### config.mk
export PLATFORM = sky130hd
export DESIGN_NAME = router_egress_arbiter_flat
export DESIGN_NICKNAME = d
export VERILOG_FILES = /design/src/rtl/router_egress_arbiter_if.sv /design/src/rtl/router_egress_arbiter.sv /design/src/flat_wrapper.sv
export SDC_FILE = /design/constraint.sdc
export NUM_CORES = 1
export LEC_CHECK = 0
export CAP_MARGIN = 20
export CORE_ASPECT_RATIO = 2
export CORE_MARGIN = 8
export CORE_UTILIZATION = 41
export DETAILED_ROUTE_END_ITERATION = 7
export HOLD_SLACK_MARGIN = 0.08
export PLACE_DENSITY = 0.62
export SLEW_MARGIN = 15
export SYNTH_ARGS = -nofsm -noshare
export SYNTH_HDL_FRONTEND = slang
export SYNTH_SLANG_ARGS = --single-unit
### constraint.sdc
create_clock -name clk -period 3 [get_ports clk]
set_clock_uncertainty 0.2 [all_clocks]
set_input_delay 0.6 -clock clk [delete_from_list [all_inputs] [get_ports clk]]
set_output_delay 0.6 -clock clk [all_outputs]
set_load 0.1 [all_outputs]
### src/rtl/router_egress_arbiter_if.sv
// Egress byte bus from the arbiter to the downstream consumer.
// Valid/ready handshake; sop/eop frame the packet, parity_err qualifies the eop beat.
interface router_egress_arbiter_if;
    logic       egress_valid;
    logic       egress_ready;
    logic [7:0] egress_data;
    logic       egress_sop;
    logic       egress_eop;
    logic       parity_err;

    modport master (
        output egress_valid, egress_data, egress_sop, egress_eop, parity_err,
        input  egress_ready
    );

    modport slave (
        input  egress_valid, egress_data, egress_sop, egress_eop, parity_err,
        output egress_ready
    );
endinterface

### src/rtl/router_egress_arbiter.sv
// Packet round-robin arbiter draining three router FIFOs onto one 8-bit egress bus.
// Latency: request seen in IDLE -> first FIFO read next cycle -> first egress beat 3 cycles after request.
// Backpressure: reads stop in the same cycle that buffered plus in-flight bytes would exceed 2.
module router_egress_arbiter #(
    parameter int TIMEOUT = 30
) (
    input  logic       clk,
    input  logic       reset,
    input  logic       vld_out_0,
    input  logic       vld_out_1,
    input  logic       vld_out_2,
    input  logic [7:0] data_out_0,
    input  logic [7:0] data_out_1,
    input  logic [7:0] data_out_2,
    output logic       read_enb_0,
    output logic       read_enb_1,
    output logic       read_enb_2,
    router_egress_arbiter_if.master egress,
    output logic       timeout_err,
    output logic [1:0] grant,
    output logic       grant_valid
);
    localparam int SW = $clog2(TIMEOUT + 1);

    typedef enum logic [1:0] {IDLE, XFER, DONE} state_t;

    state_t     state, state_nxt;
    logic [1:0] grant_nxt, last_grant;
    logic [7:0] buf0, buf1;
    logic [1:0] occ;
    logic       inflight;
    logic [6:0] rd_cnt, out_cnt, total;
    logic       total_vld;
    logic [7:0] xor_q;
    logic [SW-1:0] starve;

    logic       vld_g, deq, room, want, rd, starving, eop;
    logic [7:0] dat_g;

    function automatic logic [1:0] rr_pick(input logic [1:0] last, input logic [2:0] req);
        logic [1:0] p;
        int idx;
        p = 2'd0;
        // Highest priority (offset 1) is evaluated last so it wins.
        for (int k = 3; k >= 1; k--) begin
            idx = (int'(last) + k) % 3;
            if (req[idx]) p = idx[1:0];
        end
        return p;
    endfunction

    always_comb begin
        vld_g = vld_out_2;
        dat_g = data_out_2;
        case (grant)
            2'd0: begin vld_g = vld_out_0; dat_g = data_out_0; end
            2'd1: begin vld_g = vld_out_1; dat_g = data_out_1; end
            default: ;
        endcase
    end

    assign egress.egress_valid = (occ != 2'd0);
    assign egress.egress_data  = buf0;
    assign egress.egress_sop   = egress.egress_valid && (out_cnt == 7'd0);
    assign eop                 = egress.egress_valid && total_vld && (out_cnt == total - 7'd1);
    assign egress.egress_eop   = eop;
    assign egress.parity_err   = eop && ((xor_q ^ buf0) != 8'd0);

    assign deq  = egress.egress_valid && egress.egress_ready;
    // Headroom: bytes that will sit in the buffer once this read lands must not exceed 2.
    assign room = ({1'b0, occ} + {2'b0, inflight}) <= (3'd1 + {2'b0, deq});
    assign want = total_vld ? (rd_cnt < total) : (rd_cnt < 7'd2);
    assign rd   = (state == XFER) && vld_g && room && want;
    assign starving    = (state == XFER) && want && !vld_g;
    assign timeout_err = starving && (starve == SW'(TIMEOUT - 1));

    assign read_enb_0 = rd && (grant == 2'd0);
    assign read_enb_1 = rd && (grant == 2'd1);
    assign read_enb_2 = rd && (grant == 2'd2);

    always_comb begin
        state_nxt = state;
        grant_nxt = grant;
        case (state)
            IDLE: if (vld_out_0 || vld_out_1 || vld_out_2) begin
                state_nxt = XFER;
                grant_nxt = rr_pick(last_grant, {vld_out_2, vld_out_1, vld_out_0});
            end
            XFER: if (timeout_err)                          state_nxt = IDLE;
                  else if (total_vld && rd_cnt == total)    state_nxt = DONE;
            DONE: if (eop && deq)                           state_nxt = IDLE;
            default: state_nxt = IDLE;
        endcase
    end

    always_ff @(posedge clk or posedge reset) begin
        if (reset) begin
            state       <= IDLE;
            grant       <= 2'd0;
            grant_valid <= 1'b0;
            last_grant  <= 2'd2;
            buf0        <= 8'd0;
            buf1        <= 8'd0;
            occ         <= 2'd0;
            inflight    <= 1'b0;
            rd_cnt      <= 7'd0;
            out_cnt     <= 7'd0;
            total       <= 7'd0;
            total_vld   <= 1'b0;
            xor_q       <= 8'd0;
            starve      <= '0;
        end else begin
            state <= state_nxt;
            grant <= grant_nxt;
            if (state == IDLE && state_nxt == XFER) grant_valid <= 1'b1;
            if (state != IDLE && state_nxt == IDLE) begin
                // End of packet or abort: anything still buffered is dropped.
                grant_valid <= 1'b0;
                last_grant  <= grant;
                occ         <= 2'd0;
                inflight    <= 1'b0;
                rd_cnt      <= 7'd0;
                out_cnt     <= 7'd0;
                total       <= 7'd0;
                total_vld   <= 1'b0;
                xor_q       <= 8'd0;
                starve      <= '0;
            end else begin
                inflight <= rd;
                occ      <= occ + {1'b0, inflight} - {1'b0, deq};
                if (rd) rd_cnt <= rd_cnt + 7'd1;
                if (deq) begin
                    out_cnt <= out_cnt + 7'd1;
                    xor_q   <= xor_q ^ buf0;
                    if (occ == 2'd2) begin
                        buf0 <= buf1;
                        if (inflight) buf1 <= dat_g;
                    end else if (inflight) begin
                        buf0 <= dat_g;
                    end
                end else if (inflight) begin
                    if (occ == 2'd0) buf0 <= dat_g;
                    else             buf1 <= dat_g;
                end
                if (inflight && !total_vld) begin
                    total_vld <= 1'b1;
                    total     <= {1'b0, dat_g[7:2]} + 7'd2;
                end
                if (rd)            starve <= '0;
                else if (starving) starve <= starve + SW'(1);
            end
        end
    end
endmodule

### src/flat_wrapper.sv
// flat-port wrapper written by rule: the top's interface ports become plain ports
module router_egress_arbiter_flat 
#(
    parameter int TIMEOUT = 30
)
  (clk, reset, vld_out_0, vld_out_1, vld_out_2, data_out_0, data_out_1, data_out_2, read_enb_0, read_enb_1, read_enb_2, timeout_err, grant, grant_valid, egress_egress_valid, egress_egress_data, egress_egress_sop, egress_egress_eop, egress_parity_err, egress_egress_ready);
  router_egress_arbiter_if egress_i ();
  input  logic clk;
  input  logic reset;
  input  logic vld_out_0;
  input  logic vld_out_1;
  input  logic vld_out_2;
  input  logic [7:0] data_out_0;
  input  logic [7:0] data_out_1;
  input  logic [7:0] data_out_2;
  output logic read_enb_0;
  output logic read_enb_1;
  output logic read_enb_2;
  output logic timeout_err;
  output logic [1:0] grant;
  output logic grant_valid;
  output wire logic [$bits(egress_i.egress_valid)-1:0] egress_egress_valid;
  output wire logic [$bits(egress_i.egress_data)-1:0] egress_egress_data;
  output wire logic [$bits(egress_i.egress_sop)-1:0] egress_egress_sop;
  output wire logic [$bits(egress_i.egress_eop)-1:0] egress_egress_eop;
  output wire logic [$bits(egress_i.parity_err)-1:0] egress_parity_err;
  input wire logic [$bits(egress_i.egress_ready)-1:0] egress_egress_ready;
  assign egress_egress_valid = egress_i.egress_valid;
  assign egress_egress_data = egress_i.egress_data;
  assign egress_egress_sop = egress_i.egress_sop;
  assign egress_egress_eop = egress_i.egress_eop;
  assign egress_parity_err = egress_i.parity_err;
  assign egress_i.egress_ready = egress_egress_ready;
  router_egress_arbiter #(.TIMEOUT(TIMEOUT)) u_core (.clk(clk), .reset(reset), .vld_out_0(vld_out_0), .vld_out_1(vld_out_1), .vld_out_2(vld_out_2), .data_out_0(data_out_0), .data_out_1(data_out_1), .data_out_2(data_out_2), .read_enb_0(read_enb_0), .read_enb_1(read_enb_1), .read_enb_2(read_enb_2), .egress(egress_i), .timeout_err(timeout_err), .grant(grant), .grant_valid(grant_valid));
endmodule
==> summary.md <==
| Metric | Value |
|---|---|
| Htree depth | `3` |
| Violations in the final reports | `setup timing` |
| Total track usage | `15.7%` |
| Highest Clock Rate | `312 MHz` |
| Relative slew slack | `57.5%` |
| Via count of the first global-routing pass | `3,158` |
| Final Setup Violations | `4` |
| Grt ovf | `0` |
| Pins Over Slew Limit | `0` |
| Placed cells | `552` |
| Die width | `83.4 um` |
| Leakage | `2.28 nW` |
| # IOs | `49` |
| Synth Cell Area | `3730 sq um` |
| Tcrit/Tclk final | `107%` |
| Area grow syn2layout | `39.2%` |
| WS Path Type | `flip-flop to output pin` |
| Gpl congestion | `0.834` |
| CTS max path bufs | `2` |
| Die area | `12,600 sq um` |
| CTS tree | `built` |
| Worst-path clk slew | `0.05 ns` |
| Starting Density | `41.9%` |
| Yosys reg bits | `61` |
| Hpwl dp | `7.03 mm` |
| Largest net degree at the start of global routing | `62` |
| Fin nets | `523` |
| Share of layout cells above drive strength 1 | `30.3%` |
| DRC | `0` |
| Period minus WS final | `3.20 ns` |
| Clock Sinks | `61` |
| Initial antenna violation count | `0` |
| Seq/Total Area, Yosys | `41.0%` |
| Clock latency on the worst-skew pair | `0.33 ns` |
| Root buffer cell | `clkbuf_16` |
| Filler instances | `745` |
| Setup WS pre-CTS | `-0.404 ns` |
| PwrDens | `1200 nW/um^2` |
| WP data required | `2.20 ns` |
| Vias | `3,027` |
| Total Power | `0.00625 W` |
| DR pass1 iterations | `4` |
| Crit start category | `flip-flop` |
| Hold_buf cts | `0` |
| Max FO, Critical Path | `4` |
| Number of synthesized flops with an enable pin | `0` |
| Core footprint | `8890 sq um` |
| Ys Warns | `0` |
| MaxCap Viol Count | `0` |
| Hold Worst Slack | `0.308 ns` |
| Critical path endpoint category | `output pin` |
| Final wirelength | `9.67 mm` |
| Ys flop type | `dfrtp_1` |
| Vias/cell | `5.24` |
| Non-Filler Instances | `578` |
| Fin. Hold Viols | `0` |
| First-pass GRT wire length | `15.8 mm` |
| Status | `finished, violations left` |
| RSZ-0062 raised after global routing | `yes` |
| Critical Path AT | `2.40 ns` |
| Antenna cells | `0` |
| Starting DRT DRC Count | `85` |
| Setup ws final | `-0.204 ns` |
| CTS buffer count | `9` |
| Least-Margin Pin Slew | `0.632 ns` |
| Num rows | `49` |
| Register area | `1530 sq um` |
| DRT antenna net count | `0` |
| Drt wl/cell | `16.7 um` |
| Port buffer count | `48` |
| Syn Area/Cell | `9.78 sq um` |
| Peak VDD IR | `0.734 mV` |
| Die Y | `151 um` |
| Post-synth cell types | `48` |
| Post-synth ARST share | `100%` |
| Min-delay worst type | `flip-flop to flip-flop` |
| Mapped Nets | `433` |
| Synth Instances | `381` |
| Multi-input logic area | `2280 sq um` |
## metrics by stage
step / setup TNS (ns) / area [sq um] / utilization [%]
final: -0.620 / 5190 / 58.4
after global routing: -1.14 / 5190 / 58.4
after CTS: -0.714 / 5060 / 56.9
after detailed placement: -2.13 / 4730 / 53.2
after global placement: -2.07 / 4730 / 53.2
after floorplan: -32.10 / 3890 / -
## area by class of cell
class,count,area share [%]
inverter,28,2.03
timing repair buffer,89,16.9
clock inverter,4,0.458
multi-input combinational,282,43.9
sequential,61,29.5
tap,102,2.46
clock buffer,12,4.75
## state kept, by name (all words and copies together), names as in the netlist, 5 cells and up
register and flops:
u_core.starve 5, u_core.egress.egress_data 8, u_core.out_cnt 7, u_core.rd_cnt 7, u_core.xor_q 8, u_core.buf1 8
u_core.total 7
## worst max-delay path, cell delays in order, from the launching register on
cell and delay, ns:
dfrtp_1 0.39, buf_6 0.14, ha_4 0.16, inv_2 0.05
fa_2 0.46, o31a_1 0.25, o211ai_1 0.18, buf_4 0.21
nor3_4 0.05, buf_12 0.17
## final timing paths
check / startpoint / end / slack [ns] / depth (start not counted)
setup / recovery: u_core.occ[0]$_DFF_PP0_ / read_enb_0 / -0.20 / 9
min in group asynchronous: reset / u_core.last_grant[0]$_DFFE_PP0N_ / 0.45 / 3
max in group asynchronous: reset / u_core.total[3]$_DFFE_PP0P_ / 1.85 / 3
hold reg to reg: u_core.buf1[1]$_DFFE_PP0P_ / u_core.buf1[1]$_DFFE_PP0P_ / 0.31 / 1
hold / removal: u_core.buf1[1]$_DFFE_PP0P_ / u_core.buf1[1]$_DFFE_PP0P_ / 0.31 / 1
setup reg to reg: u_core.total[1]$_DFFE_PP0P_ / u_core.egress.egress_data[7]$_DFFE_PP0P_ / 0.14 / 12
## routing by layer
metal	global-route usage, %	vias up	part of all wire, %
met5	0	-	0
met4	7.57	0	3.3
met3	4.09	23	3.6
met2	28.3	75	54
met1	16.6	1443	39
li1	-	1486	-
## synth_stat cells (9+ instances only)
master	n	area share, %
a21oi_1	12	1.6
dfrtp_1	60	40
ha_1	21	7.1
inv_1	28	2.8
mux2_2	16	4.8
mux2i_1	13	3.5
nand2_1	30	3.0
nor2_1	47	4.7
nor3_1	9	1.2
o21ai_0	18	2.4
xnor2_1	17	4.0
xor2_1	25	5.9
## power by group
group	internal (W)	switching, W	leakage, nW
Combinational	0.00160	0.00218	1.40
Sequential	0.00118	0.000340	0.751
Clock	0.000578	0.000360	0.136
## kinds of logic (layout without fill, tap and decap cells)
kind of cell / after synthesis / in the layout / share of synthesized area (%)
simple gates: 128 / 128 / 16.3
flops: 61 / 61 / 41.0
compound gates: 52 / 52 / 9.27
xor+xnor: 42 / 42 / 9.87
buf+inv: 38 / 133 / 4.16
mux: 37 / 37 / 11.6
fa+ha+maj: 23 / 23 / 7.86
## what timing repair did
| action | CTS | global route |
|---|---|---|
| buffers inserted | 6 | 6 |
| pin swaps | 12 | 4 |
| endpoints found under the setup margin | 6 | 14 |
| gates resized for setup | 14 | 14 |
## layout by cell type (no fill, tap or decap), types with 3 or more instances in the layout
cell type,Yosys,layout
nand4_1,8,8
xor2_1,25,25
and4_1,3,3
dfrtp_2,0,4
xnor2_1,17,17
inv_2,0,8
buf_6,1,3
buf_12,0,10
clkinv_2,0,3
a21oi_2,1,6
nor3_1,9,6
o21ai_0,18,17
and3_1,3,3
mux2i_1,13,13
clkdlybuf4s50_1,0,28
nand2_1,30,29
mux2_2,16,8
a21oi_1,12,7
nor2b_1,5,5
mux2_4,8,16
inv_1,28,20
ha_4,0,6
nor3_4,0,3
nor2_1,47,47
buf_4,0,47
nor4_1,4,4
nand3_1,8,8
clkbuf_16,0,9
dfrtp_1,60,56
a211oi_2,0,4
ha_1,21,15
Note: power is estimated with default switching activity, not from simulation.
==> variant 1, RTL diff (same settings) <==
Make the reset (`reset`) synchronous in one clocked block.
--- a/src/rtl/router_egress_arbiter.sv
+++ b/src/rtl/router_egress_arbiter.sv
@@ -93,7 +93,7 @@
         endcase
     end
 
-    always_ff @(posedge clk or posedge reset) begin
+    always_ff @(posedge clk) begin
         if (reset) begin
             state       <= IDLE;
             grant       <= 2'd0;
Function: differs if reset is asserted again (counterexample within 4 cycles, from zero or initial values and one cycle with reset high); with reset held inactive, the same outputs for 4 cycles.
==> variant 1 against the original RTL <==
- the flow still finishes with violations (setup timing)
- utilization decreased by 1.4 points
- setup slack worse by 0.027 ns
- wire length up 1.2%
- sequential cell count stayed put
- design area is 2.4% lower
- synthesized area down 0.71%
Power is not compared: it rests on default switching activity, and its combinational part moved more than twofold at a synthesized area within 25%.
==> variant 1: results (changes against the original RTL) <==
| Metric | Value |
|---|---|
| Setup slack of the most critical reg-to-reg path | `0.28 ns (was 0.14 ns)` |
| Share of synthesized flip-flops with an asynchronous set or reset | `0 (was 1.00)` |
| Crit. Startpoint | `u_core.occ[0]$_SDFF_PP0_ (was u_core.occ[0]$_DFF_PP0_)` |
| DRT met1 WL | `3.52 mm (was 3.78 mm)` |
| Final setup violating endpoints | `5 (was 4)` |
| Placement Setup Slack | `-0.595 ns (was -0.404 ns)` |
| CP endpoint | `read_enb_1 (was read_enb_0)` |
| Sequential cell area | `1240 µm² (was 1530 µm²)` |
| Largest net degree at the start of global routing | `34 (was 62)` |
| Aggregate global-route resource usage | `0.163 (was 0.157)` |
| Result of the run | `finished with violations (unchanged)` |
| First-pass GRT wire length | `16.7 mm (was 15.8 mm)` |
| Slew @ Worst Pin | `0.788 ns (was 0.632 ns)` |
| Layout net count | `570 (was 523)` |
| Number of cells in the finished layout apart from fillers | `625 (was 578)` |
| Flip-flop cell with the highest count after synthesis | `sky130_fd_sc_hd__dfxtp_1 (was sky130_fd_sc_hd__dfrtp_1)` |
| Worst path setup slack after routing | `-0.231 ns (was -0.204 ns)` |
| Violated checks | `setup timing (unchanged)` |
| Top post-synthesis cells by count | `sky130_fd_sc_hd__dfxtp_1 (61), sky130_fd_sc_hd__nor2_1 (55), sky130_fd_sc_hd__nand2_1 (32) (was sky130_fd_sc_hd__dfrtp_1 (60), sky130_fd_sc_hd__nor2_1 (47), sky130_fd_sc_hd__nand2_1 (30))` |
| Origin of the critical flop-to-flop path | `u_core.total[4]$_SDFFE_PP0P_ (was u_core.total[1]$_DFFE_PP0P_)` |
| Post-Syn Instances | `444 (was 381)` |
| Mux contribution to synthesized area | `0.0497 (was 0.116)` |
| Startpoint of the worst hold path | `u_core.buf1[7]$_SDFFE_PP0P_ (was u_core.buf1[1]$_DFFE_PP0P_)` |
| Resized cells post-CTS | `17 (was 14)` |
| Relative area of clock buffers and inverters in the final design | `0.0694 (was 0.0521)` |
==> variant 1: changes by cell type after synthesis, moves of 8 or more <==
cell and change:
sky130_fd_sc_hd__mux2_2 -13, sky130_fd_sc_hd__nor3_1 +13, sky130_fd_sc_hd__mux2_4 -8, sky130_fd_sc_hd__dfrtp_1 -60, sky130_fd_sc_hd__a21oi_1 +13, sky130_fd_sc_hd__nor2_1 +8, sky130_fd_sc_hd__dfxtp_1 +61, sky130_fd_sc_hd__nand3_1 +10
sky130_fd_sc_hd__a211oi_2 +8
==> variant 1: worst max-delay path, delay by kind of cell (launching register included) <==
family | cells | cell delay, ns
and+or+nand+nor | 5 | 0.82
AOI/OAI and AO/OA | 1 | 0.25
DFF | 1 | 0.33
adders and majority gates | 1 | 0.45
buffers and inverters | 2 | 0.25
==> variant 2, RTL diff (same flow settings) <==
Made on the original files. `TIMEOUT` is set to 30 in 2 places; all go to 60.
--- a/src/rtl/router_egress_arbiter.sv
+++ b/src/rtl/router_egress_arbiter.sv
@@ -2,7 +2,7 @@
 // Latency: request seen in IDLE -> first FIFO read next cycle -> first egress beat 3 cycles after request.
 // Backpressure: reads stop in the same cycle that buffered plus in-flight bytes would exceed 2.
 module router_egress_arbiter #(
-    parameter int TIMEOUT = 30
+    parameter int TIMEOUT = 60
 ) (
     input  logic       clk,
     input  logic       reset,
--- a/src/flat_wrapper.sv
+++ b/src/flat_wrapper.sv
@@ -1,7 +1,7 @@
 // flat-port wrapper written by rule: the top's interface ports become plain ports
 module router_egress_arbiter_flat 
 #(
-    parameter int TIMEOUT = 30
+    parameter int TIMEOUT = 60
 )
   (clk, reset, vld_out_0, vld_out_1, vld_out_2, data_out_0, data_out_1, data_out_2, read_enb_0, read_enb_1, read_enb_2, timeout_err, grant, grant_valid, egress_egress_valid, egress_egress_data, egress_egress_sop, egress_egress_eop, egress_parity_err, egress_egress_ready);
   router_egress_arbiter_if egress_i ();
Function: same outputs for any inputs over 4 cycles, from zero or initial values and one cycle with reset high; that may be too few to reach the edited logic, so the function may still have changed.
==> variant 2 against the original RTL <==
- the flow still finishes with violations (setup timing)
- sequential share of layout area is 1.0 points lower
- via count is 4.7% higher
- design area is 4.9% higher
- wire length is 4.3% higher
- total power is 10% higher
- utilization is 0.44 points higher
- sequential cell count is 1 higher
- synthesized area is 3.1% higher
- setup slack worse by 0.22 ns
- largest cell class unchanged
- largest power group unchanged
==> variant 2: results (changes against the original RTL) <==
| Metric | Value |
|---|---|
| Number of global-route vias before repair | `3466 (was 3158)` |
| Synth Area in Compound Gates | `0.0990 (was 0.0927)` |
| Share of layout cells above drive strength 1 | `0.333 (was 0.303)` |
| Slowest stage delay, CP | `0.44 ns (was 0.46 ns)` |
| Violated checks | `setup timing (unchanged)` |
| Fraction of the mapped netlist area in adder cells | `0.0729 (was 0.0786)` |
| Slew @ Worst Pin | `0.666 ns (was 0.632 ns)` |
| Family with the most delay on the worst path | `simple AND/OR/NAND/NOR gates (was adder cells)` |
| Worst path setup slack after routing | `-0.426 ns (was -0.204 ns)` |
| DR WL/cell | `16.6 µm (was 16.7 µm)` |
| Final setup violating endpoints | `5 (was 4)` |
| Post-detailed-placement half-perimeter wirelength | `7.66 mm (was 7.03 mm)` |
| Met2 wirelength from detailed routing | `5.78 mm (was 5.23 mm)` |
| Aggregate global-route resource usage | `0.164 (was 0.157)` |
| Detailed-routed wire length on met3 | `294 µm (was 348 µm)` |
| Combinational power | `0.00438 W (was 0.00379 W)` |
| Synth Area in XOR/XNOR | `0.0957 (was 0.0987)` |
| Largest net degree at the start of global routing | `39 (was 62)` |
| Sw Share | `0.469 (was 0.462)` |
| Starting DRT DRC Count | `119 (was 85)` |
| Met3 track demand over resource | `0.0344 (was 0.0409)` |
| First-pass GRT wire length | `16.9 mm (was 15.8 mm)` |
| Distinct cells, synth | `56 (was 48)` |
| DRT met1 WL | `3.72 mm (was 3.78 mm)` |
| Top post-synthesis cells by count | `sky130_fd_sc_hd__dfrtp_1 (61), sky130_fd_sc_hd__nand2_1 (38), sky130_fd_sc_hd__nor2_1 (37) (was sky130_fd_sc_hd__dfrtp_1 (60), sky130_fd_sc_hd__nor2_1 (47), sky130_fd_sc_hd__nand2_1 (30))` |
| Net count of the mapped netlist | `442 (was 433)` |
| Met1 Usage GRT | `0.154 (was 0.166)` |
| Weighted congestion at the end of routability-driven global placement | `0.808 (was 0.834)` |
| Arrival @ worst endpoint | `2.63 ns (was 2.40 ns)` |
| Vias post-DR | `3169 (was 3027)` |
| Result of the run | `finished with violations (unchanged)` |
| Layout net count | `551 (was 523)` |
==> variant 2: cell types whose count changed after synthesis, sizes merged, moves of 3 or more <==
cell and delta:
nand3 +3, nor3 +5, buf +3, nor2 -11, o2111ai -3, nand2 +8, mux2 +3
==> variant 2: timing repair <==
| item | CTS | global route |
|---|---|---|
| setup buffers | 7 | 8 |
| gates resized for setup | 16 | 11 |
| pin swaps | 4 | 8 |
| endpoints found under the setup margin | 15 | 58 |
| hold buffers | 0 | 0 |
==> variant 2: final cells by class <==
type	instances	area [µm²]
clock buffers	12	256
clock inverters	4	22.5
fillers	811	3810
inverters	27	110
multi-input cells	289	2320
flip-flops and latches	62	1550
well taps	104	130
repair buffers	111	1050
==> variant 2: metrics by stage <==
stage               utilization  setup WS (ns)  total power [W]  instances  cell area, µm²
finish                    0.588         -0.426          0.00688        609            5440
CTS                       0.577         -0.426          0.00683        604            5340
detailed placement        0.533         -0.685          0.00561        581            4940
floorplan                     -         -0.889          0.00435        391            3970
global route              0.588         -0.544          0.00733        609            5440
global placement          0.533         -0.641          0.00551        581            4940
==> variant 2: worst paths after layout <==
path | start | end | slack [ns] | depth (start not counted)
worst max-delay path | u_core.occ[0]$_DFF_PP0_ | read_enb_1 | -0.43 | 10
worst min-delay path | u_core.buf1[6]$_DFFE_PP0P_ | u_core.buf1[6]$_DFFE_PP0P_ | 0.29 | 1
worst max register to register | u_core.total[1]$_DFFE_PP0P_ | u_core.egress.egress_data[6]$_DFFE_PP0P_ | 0.09 | 12
worst min register to register | u_core.buf1[6]$_DFFE_PP0P_ | u_core.buf1[6]$_DFFE_PP0P_ | 0.29 | 1
max in group asynchronous | reset | u_core.last_grant[1]$_DFFE_PP1N_ | 1.50 | 3
min in group asynchronous | reset | u_core.grant_valid$_DFFE_PP0P_ | 0.45 | 2
